## config.mk

```make
export PLATFORM = sky130hd
export DESIGN_NAME = rotr_seq
export DESIGN_NICKNAME = d
export VERILOG_FILES = /design/src/rtl/rotr_seq.sv
export SDC_FILE = /design/constraint.sdc
export NUM_CORES = 1
export LEC_CHECK = 0
export ABC_CLOCK_PERIOD_IN_PS = 3300
export CAP_MARGIN = 5
export CORE_AREA = 2 2 77 79
export DETAILED_ROUTE_END_ITERATION = 12
export DIE_AREA = 0 0 79 81
export PLACE_DENSITY = 0.83
export SLEW_MARGIN = 10
export SYNTH_ARGS = -nofsm -noshare
export SYNTH_HDL_FRONTEND = slang
export SYNTH_SLANG_ARGS = --single-unit
```

## constraint.sdc

```tcl
create_clock -name clk -period 3.3 [get_ports clk]
set_clock_uncertainty 0.1 [all_clocks]
set_input_delay 0.825 -clock clk [delete_from_list [all_inputs] [get_ports clk]]
set_output_delay 0.825 -clock clk [all_outputs]
set_load 0.01 [all_outputs]
```

## src/rtl/rotr_seq.sv

```systemverilog
// rotr_seq: bit-serial 32-bit shift-right / rotate-right, one bit per cycle (rotate only with ROTR_MODE_EN).
// Latency: done is high in the cycle after edge eff+2; start is ignored while busy (no queuing, no backpressure).
module rotr_seq (
    input  logic        clk,
    input  logic        rst,
    input  logic        start,
    input  logic        mode,
    input  logic [5:0]  rightShift,
    input  logic [31:0] data,
    output logic        busy,
    output logic        done,
    output logic [31:0] shiftedData
);

    typedef enum logic [1:0] {
        S_IDLE  = 2'd0,
        S_SHIFT = 2'd1,
        S_DONE  = 2'd2
    } state_t;

    state_t      r_state;
    state_t      w_state_nxt;
    logic [31:0] r_work;
    logic [31:0] w_work_nxt;
    logic [5:0]  r_cnt;
    logic [5:0]  w_cnt_nxt;
    logic [31:0] r_result;
    logic [31:0] w_result_nxt;
    logic [5:0]  w_eff;
    logic        w_fill;
    logic [5:0]  w_shr_eff;

    // Logical shifts saturate at 32: anything larger would still leave all zeros.
    assign w_shr_eff = rightShift[5] ? 6'd32 : rightShift;

`ifdef ROTR_MODE_EN
    logic r_mode;
    logic w_mode_nxt;

    assign w_eff  = mode ? {1'b0, rightShift[4:0]} : w_shr_eff;
    assign w_fill = r_mode & r_work[0];

    always_ff @(posedge clk) begin
        if (rst) begin
            r_mode <= 1'b0;
        end else begin
            r_mode <= w_mode_nxt;
        end
    end

    always_comb begin
        w_mode_nxt = r_mode;
        if (r_state == S_IDLE && start) begin
            w_mode_nxt = mode;
        end
    end
`else
    logic w_unused_mode;

    assign w_unused_mode = mode;
    assign w_eff         = w_shr_eff;
    assign w_fill        = 1'b0;
`endif

    always_ff @(posedge clk) begin
        if (rst) begin
            r_state  <= S_IDLE;
            r_work   <= '0;
            r_cnt    <= '0;
            r_result <= '0;
        end else begin
            r_state  <= w_state_nxt;
            r_work   <= w_work_nxt;
            r_cnt    <= w_cnt_nxt;
            r_result <= w_result_nxt;
        end
    end

    always_comb begin
        w_state_nxt  = r_state;
        w_work_nxt   = r_work;
        w_cnt_nxt    = r_cnt;
        w_result_nxt = r_result;
        case (r_state)
            S_IDLE: begin
                if (start) begin
                    w_work_nxt  = data;
                    w_cnt_nxt   = w_eff;
                    w_state_nxt = S_SHIFT;
                end
            end
            S_SHIFT: begin
                if (r_cnt != 6'd0) begin
                    w_work_nxt = {w_fill, r_work[31:1]};
                    w_cnt_nxt  = r_cnt - 6'd1;
                end else begin
                    w_result_nxt = r_work;
                    w_state_nxt  = S_DONE;
                end
            end
            S_DONE: begin
                w_state_nxt = S_IDLE;
            end
            default: begin
                w_state_nxt = S_IDLE;
            end
        endcase
    end

    assign busy        = (r_state != S_IDLE);
    assign done        = (r_state == S_DONE);
    assign shiftedData = r_result;

endmodule

```

==> results.md, run 1 <==
* PD cells at around 600 nW/um^2
* # diodes at 0
* DR iter-0 viols at around 190
* Worst Path Required at around 2.4 ns
* Ys Warns at 0
* Num CTS Buffers at 9
* Total Routed Length at about 6500 um
* Worst Hold Class: reg -> reg
* Critical path arrival at approximately 1.5 ns
* RSZ-0062 raised after global routing: no
* Maximum clock insertion buffer count at 2
* Fillers at between 400 and 500
* RR Startpoint: r_cnt[2]$_SDFFE_PP0P_
* Share of cells above drive strength 1 at 7.39%
* Drt pass-1 iters at 4
* Avg Vias per Cell at around 5.5
* Clock Pin Slew Worst Setup and Hold Paths at about 0.08 ns
* Post-CTS Setup Bufs at 0
* Average footprint of a synthesized cell at 9.04 sq um
* Hold slack at 0.380 ns
* Cts repair resizes at 0
* Layout area overhead at 35.2%
* DP HPWL at roughly 4300 um
* CTS tree: built
* Min cycle time layout at 2.46 ns
* Final setup viols at 0
* Antenna Nets Post-Route at 0
* Die area at about 6400 sq um
* Max-slew violations at 0
* DRC viols at 0
* Core Footprint at approximately 5700 sq um
* Register area share after synthesis at around half
* Routed wire per std cell at roughly 14 um
* Final #Nets at about 420
* Yosys reg bits at between 70 and 80
* Pin slew with the least headroom to its limit at between 0.5 and 0.6 ns
* Post-Synthesis Cells at 309
* Worst-Skew Late Latency at 0.33 ns
* Commonest cells after routing, fill and taps aside: 74 x clkdlybuf4s50_1, 72 x dfxtp_1, 65 x nand2_1, 42 x nor2_1
* Row count at 28
* Syn Std Cell Area at 2790 sq um
* Slew Limit Headroom at between 60% and 70%
* Critical path launch point: r_state[1]$_SDFFE_PP0P_
* Netlist cell types at 31
* Commonest non-fill, non-tap cell in the layout: clkdlybuf4s50_1
* Vias in the first global route at between 2000 and 2500
* Syn_nets at 353
* Final period utilization at around three quarters
* Pleak at 1.45 nW
* # Max-Cap Violations at 0
* Starting Density at 49.2%
* I/O pin count at 76
* Gr usage total at a little over a fifth
* Crit. End Element: primary output
* Pin count of the biggest net entering global routing at 47
* # port buffers at between 70 and 80
* Placed instance count at about 440
* H-tree Lvls at 3
* First-pass GRT wire length at 10900 um
* Maximum vdd drop at 283 uV
* CTS Sinks at slightly above 70
* Max Freq at 406 MHz
* Worst Setup Slack post-DPL at approximately 0.62 ns
* Cell at the root of the clock tree: clkbuf_8
* Initial antenna violation count at 0
* Worst Setup Slack, final at 0.838 ns
* Hold Vio Cnt, Final at 0
* Crit Path Class: reg -> out
* Worst setup SP type: register
* Die W at ~79 um
* Vias at 2482
* Sum Neg Setup Slack at 0 ns
* Grt ovf at 0
* Non-filler cells, final at between 400 and 500
* DIE HEIGHT at between 80 and 90 um
* Outcome: complete, no violations
* Worst hold start: shiftedData[12]$_SDFFE_PP0P_
* Hold buffers post-CTS at 0
* Crit Path Max Fanout at 6
* RePlAce Congestion at approximately 0.77
cell usage after synthesis (all sizes together):
cell type / instances / area, sq um
nor3b: 1 / 7.51
o211a: 1 / 10.0
a22o: 31 / 272
a311o: 1 / 10.0
mux2i: 1 / 10.0
nor4: 1 / 21.3
nor4b: 1 / 8.76
nand3: 3 / 15.0
nor3: 1 / 5.00
clkbuf: 14 / 52.6
nand4: 1 / 6.26
or2: 1 / 6.26
nand2b: 1 / 6.26
and3: 1 / 6.26
o21ai: 4 / 20.0
a311oi: 32 / 287
ha: 2 / 25.0
nor2b: 2 / 12.5
and4: 1 / 8.76
dfxtp: 72 / 1440
a22oi: 1 / 7.51
inv: 4 / 15.0
a31oi: 3 / 18.8
nand2: 65 / 244
a211oi: 3 / 22.5
nor2: 43 / 161
a21oi: 5 / 25.0
a2111oi: 1 / 8.76
buf: 12 / 58.8
worst paths after layout:
kind,end,slack [ns],cells past startpoint
max,busy,0.84,2
min,shiftedData[12]$_SDFFE_PP0P_,0.38,1
max reg2reg,shiftedData[7]$_SDFFE_PP0P_,1.04,5
min reg2reg,shiftedData[12]$_SDFFE_PP0P_,0.38,1
where the power goes:
part | leakage [nW] | switching, mW | internal (mW) | total [mW]
logic | 0.765 | 0.304 | 0.245 | 0.548
registers | 0.590 | 0.0957 | 0.989 | 1.08
clock network | 0.0948 | 0.314 | 0.342 | 0.656
total | 1.45 | 0.714 | 1.58 | 2.29
cell type report:
type	instances	area, sq um	share of cell area [%]
Sequential cell	72	1440	38.2
Multi-Input combinational cell	207	1250	33.0
Timing Repair Buffer	81	793	21.0
Clock buffer	9	124	3.28
Tap cell	75	93.8	2.49
Clock inverter	6	61.3	1.62
Inverter	4	15.0	0.398
kinds of logic (layout without fill, tap and decap cells):
family	after synthesis	in the layout	share of synthesized area [%]
AO/OA/AOI/OAI	82	82	24.4
flip-flops	72	72	51.6
AND/OR/NAND/NOR	122	122	18.2
buffers and inverters	30	100	4.52
multiplexers	1	1	0.358
adder cells (fa/ha/maj)	2	2	0.896
registers in the layout, indices dropped and copies added (netlist names):
signal,flops
r_work,32
r_state,2
r_cnt,6
shiftedData,32
critical path, cell delays in order, from the launching register on:
cell and delay [ns]:
dfxtp_1 0.38, or2_2 0.34, clkdlybuf4s50_1 0.49
metal layers:
| layer | wire length (um) | up-vias | track usage, % |
|---|---|---|---|
| met1 | 2990 | 1151 | 28.1 |
| met5 | 0 | - | 0 |
| met2 | 2980 | 76 | 34.9 |
| met4 | 102 | 0 | 10.0 |
| met3 | 398 | 10 | 4.22 |
| li1 | - | 1245 | - |
stage by stage:
step	util, %	total power [mW]	cell area (sq um)
2_1_floorplan	-	1.45	2790
3_3_place_gp	63.3	1.63	3590
3_5_place_dp	63.3	1.65	3590
4_1_cts	66.5	2.30	3780
5_1_grt	66.5	2.42	3780
6_report	66.5	2.29	3780
Note: power is estimated with default switching activity, not from simulation.
==> run 2, diff against run 1 <==
==> config.mk (replaced) <==
export PLATFORM = sky130hd
export DESIGN_NAME = rotr_seq
export DESIGN_NICKNAME = d
export VERILOG_FILES = /design/src/rtl/rotr_seq.sv
export SDC_FILE = /design/constraint.sdc
export NUM_CORES = 1
export LEC_CHECK = 0
export ABC_CLOCK_PERIOD_IN_PS = 2600
export CAP_MARGIN = 5
export CORE_AREA = 2 2 80 82
export DETAILED_ROUTE_END_ITERATION = 12
export DIE_AREA = 0 0 82 84
export PLACE_DENSITY = 0.78
export SLEW_MARGIN = 10
export SYNTH_ARGS = -nofsm -noshare
export SYNTH_HDL_FRONTEND = slang
export SYNTH_SLANG_ARGS = --single-unit
==> constraint.sdc (replaced) <==
create_clock -name clk -period 2.6 [get_ports clk]
set_clock_uncertainty 0.1 [all_clocks]
set_input_delay 0.65 -clock clk [delete_from_list [all_inputs] [get_ports clk]]
set_output_delay 0.65 -clock clk [all_outputs]
set_load 0.01 [all_outputs]
==> results.md, run 2 (synthesized netlist as in run 1, its figures left out) <==
* Outcome: complete, no violations
* H-tree Lvls at 3 (unchanged)
* Final setup viols at 0 (unchanged)
* CTS tree: built
* RePlAce Congestion at 0.821 (+7.3%)
* First-pass GRT wire length at 10600 um (-3.0%)
* DIE HEIGHT at 84 um (+3.7%)
* Row count at 29 (+3.6%)
* Avg Vias per Cell at 5.46 (-0.13%)
* Post-CTS Setup Bufs at 0 (unchanged)
* WP depth at 2 (unchanged)
* Pin count of the biggest net entering global routing at 40 (-15%)
* Critical path arrival at 1.54 ns (about the same)
* # diodes at 0 (unchanged)
* Vias at 2506 (+0.97%)
* Worst Hold Class: reg -> reg
* DR iter-0 viols at 132 (-31%)
* # Max-Cap Violations at 0 (unchanged)
* Worst-Skew Late Latency at 0.34 ns (about the same)
* Max Freq at about 440 MHz
* Total Routed Length at 6420 um (-0.93%)
* I/O pin count at 76 (unchanged)
* Die W at 82 um (+3.8%)
* Layout area overhead at 36.1%
* Crit. End Element: primary output
* Sum Neg Setup Slack at 0 ns (unchanged)
* Crit Path Class: reg -> out
* Slowest cell on crit path: clkdlybuf4s50_1
* Vias in the first global route at 2282 (-4.8%)
* Maximum vdd drop at 352 uV (+25%)
* Critical path launch point: r_state[1]$_SDFFE_PP0P_
* Slowest cell delay on critical path at 0.48 ns (about the same)
* Non-filler cells, final at 459 (+1.1%)
* Cts repair resizes at 0 (unchanged)
* Final period utilization at 88.2%
* Initial antenna violation count at 0 (unchanged)
* Final #Nets at 421 (+0.48%)
* CP cell instances: or2_2 > clkdlybuf4s50_1
* Antenna Nets Post-Route at 0 (unchanged)
* Hold buffers post-CTS at 0 (unchanged)
* RSZ-0062 raised after global routing: no
* Critical path buffers and inverters at 1 (unchanged)
* Worst Setup Slack post-DPL at 0.185 ns (-0.437 ns)
* # port buffers at 74 (unchanged)
* Pin slew with the least headroom to its limit at 0.551 ns (-0.0453 ns)
* Share of cells above drive strength 1 at 7.33% (-0.058 points)
* Commonest cells after routing, fill and taps aside: 74 x clkdlybuf4s50_1, 72 x dfxtp_1, 65 x nand2_1, 42 x nor2_1
* CTS Sinks at 72 (unchanged)
* Max-slew violations at 0 (unchanged)
* Final Cell Area at 3800 sq um (+0.63%)
* Register-to-Register Setup Slack at 0.35 ns (-0.69 ns)
* Num CTS Buffers at 9 (unchanged)
* Final Power at 2.86 mW (+25%)
* R2r endpoint: shiftedData[11]$_SDFFE_PP0P_
* Grt ovf at 0 (unchanged)
* Die area at 6890 sq um (+7.6%)
* DP HPWL at 4310 um (-0.46%)
* Placed instance count at 443 (+0.91%)
* CP endpoint: busy
* Worst Setup Slack, final at 0.307 ns (-0.531 ns)
* DRC viols at 0 (unchanged)
* Placed cell area at 3630 sq um (+1.2%)
* Commonest non-fill, non-tap cell in the layout: clkdlybuf4s50_1
* Cell at the root of the clock tree: clkbuf_8
* Drt pass-1 iters at 5 (+1)
* Slew Limit Headroom at 63.2% (+3.0 points)
* Crit Path Max Fanout at 6 (unchanged)
* Hold Vio Cnt, Final at 0 (unchanged)
* CP top delay family: buffers and inverters
* Min cycle time layout at approximately 2.3 ns
* RR Startpoint: r_cnt[2]$_SDFFE_PP0P_
* PD cells at 752 nW/um^2 (+24%)
* R2r worst-path depth at 5 (unchanged)
* Routed wire per std cell at 14.0 um (-2.0%)
* Maximum clock insertion buffer count at 2 (unchanged)
* Core Footprint at 6100 sq um (+7.4%)
* Starting Density at 45.8% (-3.4 points)
* Worst setup SP type: register
* Worst Path Required at 1.85 ns (-0.52 ns)
* Clock Pin Slew Worst Setup and Hold Paths at 0.07 ns (about the same)
* Core Util, Final at 62.3% (-4.2 points)
* Gr usage total at 19.7% (-1.9 points)
* Pleak at 1.46 nW (+0.54%)
* Hold slack at 0.378 ns (-0.00137 ns)
==> run 2: report_power, final <==
group	total [mW]	switching (mW)	internal [mW]
clock network	0.758	0.388	0.370
registers	1.38	0.120	1.25
logic	0.723	0.389	0.334
==> run 2: how the worst min path moves through the flow <==
stage	start	endpoint	slack [ns]	cells past startpoint
floorplan	r_cnt[0]$_SDFFE_PP0P_	r_cnt[0]$_SDFFE_PP0P_	0.36	2
global placement	shiftedData[11]$_SDFFE_PP0P_	shiftedData[11]$_SDFFE_PP0P_	0.36	1
detailed placement	shiftedData[2]$_SDFFE_PP0P_	shiftedData[2]$_SDFFE_PP0P_	0.37	1
CTS	shiftedData[15]$_SDFFE_PP0P_	shiftedData[15]$_SDFFE_PP0P_	0.38	1
global route	shiftedData[1]$_SDFFE_PP0P_	shiftedData[1]$_SDFFE_PP0P_	0.40	1
finish	shiftedData[2]$_SDFFE_PP0P_	shiftedData[2]$_SDFFE_PP0P_	0.38	1
==> run 2: cell type report <==
class	count	area, sq um
clock inverter	3	17.5
multi-input combinational	207	1250
inverter	4	15.0
fill	533	2300
tap	77	96.3
timing repair buffer	83	833
clock buffer	13	149
sequential	72	1440
==> run 2: metal layers <==
| metal | GRT usage (%) | wire length, um |
|---|---|---|
| met4 | 8.64 | 129 |
| met3 | 3.90 | 454 |
| met5 | 0 | 0 |
| met2 | 29.5 | 2850 |
| met1 | 27.2 | 2990 |
==> run 3, diff against run 2 <==
--- a/config.mk
+++ b/config.mk
@@ -7,9 +7,10 @@
 export LEC_CHECK = 0
 export ABC_CLOCK_PERIOD_IN_PS = 2600
 export CAP_MARGIN = 5
-export CORE_AREA = 2 2 80 82
+export CORE_AREA = 5 5 83 85
 export DETAILED_ROUTE_END_ITERATION = 12
-export DIE_AREA = 0 0 82 84
+export DIE_AREA = 0 0 88 90
+export MAX_ROUTING_LAYER = met4
 export PLACE_DENSITY = 0.78
 export SLEW_MARGIN = 10
 export SYNTH_ARGS = -nofsm -noshare
==> results.md, run 3 (synthesized netlist as in run 1, its figures left out) <==
* Commonest cells after routing, fill and taps aside: 74 x clkdlybuf4s50_1, 72 x dfxtp_1, 65 x nand2_1, 42 x nor2_1
* Worst Hold Class: reg -> reg
* Routed wire per std cell at 15.0 um (+7.3%)
* CTS tree: built
* # port buffers at 74 (unchanged)
* Pin count of the biggest net entering global routing at 41 (+2.5%)
* I/O pin count at 76 (unchanged)
* Hold Vio Cnt, Final at 0 (unchanged)
* # diodes at 0 (unchanged)
* Slew Limit Headroom at 33.6% (-30 points)
* Die W at 88 um (+7.3%)
* Starting Density at 45.5% (-0.27 points)
* Reg area at 1440 sq um (unchanged)
* Avg Vias per Cell at 5.51 (+0.96%)
* Num CTS Buffers at 9 (unchanged)
* Final setup viols at 0 (unchanged)
* RSZ-0062 raised after global routing: no
* Vias in the first global route at 2328 (+2.0%)
* DRC viols at 0 (unchanged)
* Worst Hold Depth at 1 (unchanged)
* WP depth at 2 (unchanged)
* R2r endpoint: shiftedData[8]$_SDFFE_PP0P_
* Layout area overhead at 39.5%
* First-pass GRT wire length at 11000 um (+3.5%)
* Critical path arrival at 1.54 ns (about the same)
* Non-filler cells, final at 459 (unchanged)
* Final Power at 3.22 mW (+13%)
* Drt pass-1 iters at 4 (-1)
* Max-slew violations at 0 (unchanged)
* Crit Path Max Fanout at 6 (unchanged)
* Final #Nets at 421 (unchanged)
* Worst Path Required at 1.85 ns (about the same)
* CP top delay family: buffers and inverters
* Placed instance count at 443 (unchanged)
* Initial antenna violation count at 0 (unchanged)
* Die area at 7920 sq um (+15%)
* Post-CTS Setup Bufs at 0 (unchanged)
* Clock Pin Slew Worst Setup and Hold Paths at 0.07 ns (about the same)
* Min cycle time layout at 2.29 ns (-0.000162 ns)
* Max Freq at 436 MHz (about the same)
* Slowest cell delay on critical path at 0.48 ns (about the same)
* Final period utilization at 88.2% (about the same)
* Commonest non-fill, non-tap cell in the layout: clkdlybuf4s50_1
* DIE HEIGHT at 90 um (+7.1%)
* Cell at the root of the clock tree: clkbuf_8
* Hold buffers post-CTS at 0 (unchanged)
* Core Footprint at 6130 sq um (+0.60%)
* Vias at 2530 (+0.96%)
* PD cells at 825 nW/um^2 (+9.8%)
* Pin slew with the least headroom to its limit at 0.995 ns (+0.444 ns)
* Critical path buffers and inverters at 1 (unchanged)
* CTS Sinks at 72 (unchanged)
* Hold slack at 0.383 ns (+0.00499 ns)
* Cts repair resizes at 0 (unchanged)
* Slowest cell on crit path: clkdlybuf4s50_1
* Total Routed Length at 6890 um (+7.3%)
* Register-to-Register Setup Slack at 0.38 ns (+0.03 ns)
* Maximum vdd drop at 462 uV (+31%)
* Row count at 29 (unchanged)
* RePlAce Congestion at 0.838 (+2.1%)
* CP cell instances: or2_2 > clkdlybuf4s50_1
* Maximum clock insertion buffer count at 2 (unchanged)
* RR Startpoint: r_cnt[2]$_SDFFE_PP0P_
* CP endpoint: busy
* Crit Path Class: reg -> out
* Critical path launch point: r_state[1]$_SDFFE_PP0P_
* DP HPWL at 4530 um (+5.1%)
* Outcome: complete, no violations
* Antenna Nets Post-Route at 0 (unchanged)
* Crit. End Element: primary output
* Multi-input logic area at 1260 sq um (+0.70%)
* Pleak at 1.50 nW (+3.0%)
* Worst-Skew Late Latency at 0.34 ns (about the same)
* R2r worst-path depth at 5 (unchanged)
* # Max-Cap Violations at 0 (unchanged)
* Gr usage total at 17.7% (-2.0 points)
* Worst setup SP type: register
* Grt ovf at 0 (unchanged)
* Sum Neg Setup Slack at 0 ns (unchanged)
* H-tree Lvls at 3 (unchanged)
* Share of cells above drive strength 1 at 7.85% (+0.52 points)
* Fillers at 523 (-1.9%)
* DR iter-0 viols at 97 (-27%)
run 3: per-stage QoR:
stage / utilization (%) / cell area [sq um] / worst slack, ns
4_1_cts: 63.5 / 3900 / 0.286
3_3_place_gp: 59.4 / 3640 / 0.112
2_1_floorplan: - / 2790 / 0.853
3_5_place_dp: 59.4 / 3640 / 0.0856
6_report: 63.5 / 3900 / 0.307
5_1_grt: 63.5 / 3900 / 0.159
run 3: layout make-up:
cell class | instances | area share [%]
clock buffer | 12 | 3.98
multi-input combinational | 207 | 32.2
sequential | 72 | 37.0
tap | 77 | 2.47
timing repair buffer | 83 | 21.4
inverter | 4 | 0.385
clock inverter | 4 | 2.54
run 3: worst min-delay path by stage:
stage	startpoint	endpoint	slack, ns
after detailed placement	shiftedData[11]$_SDFFE_PP0P_	shiftedData[11]$_SDFFE_PP0P_	0.37
after global routing	shiftedData[9]$_SDFFE_PP0P_	shiftedData[9]$_SDFFE_PP0P_	0.40
after floorplan	r_cnt[0]$_SDFFE_PP0P_	r_cnt[0]$_SDFFE_PP0P_	0.36
final	shiftedData[26]$_SDFFE_PP0P_	shiftedData[26]$_SDFFE_PP0P_	0.38
after CTS	shiftedData[10]$_SDFFE_PP0P_	shiftedData[10]$_SDFFE_PP0P_	0.38
after global placement	shiftedData[16]$_SDFFE_PP0P_	shiftedData[16]$_SDFFE_PP0P_	0.36
run 3: report_power, final:
| part | leakage [nW] | internal, mW | total [mW] | switching (mW) |
|---|---|---|---|---|
| registers | 0.590 | 1.25 | 1.37 | 0.119 |
| clock network | 0.127 | 0.694 | 1.10 | 0.407 |
| logic | 0.785 | 0.342 | 0.741 | 0.399 |
| total | 1.50 | 2.29 | 3.22 | 0.925 |
run 3: routing by layer:
metal | share of wire (%) | track usage [%]
met5 | 0 | -
met4 | 1.1 | 6.91
met3 | 6.8 | 4.30
met2 | 47 | 26.4
met1 | 45 | 22.8
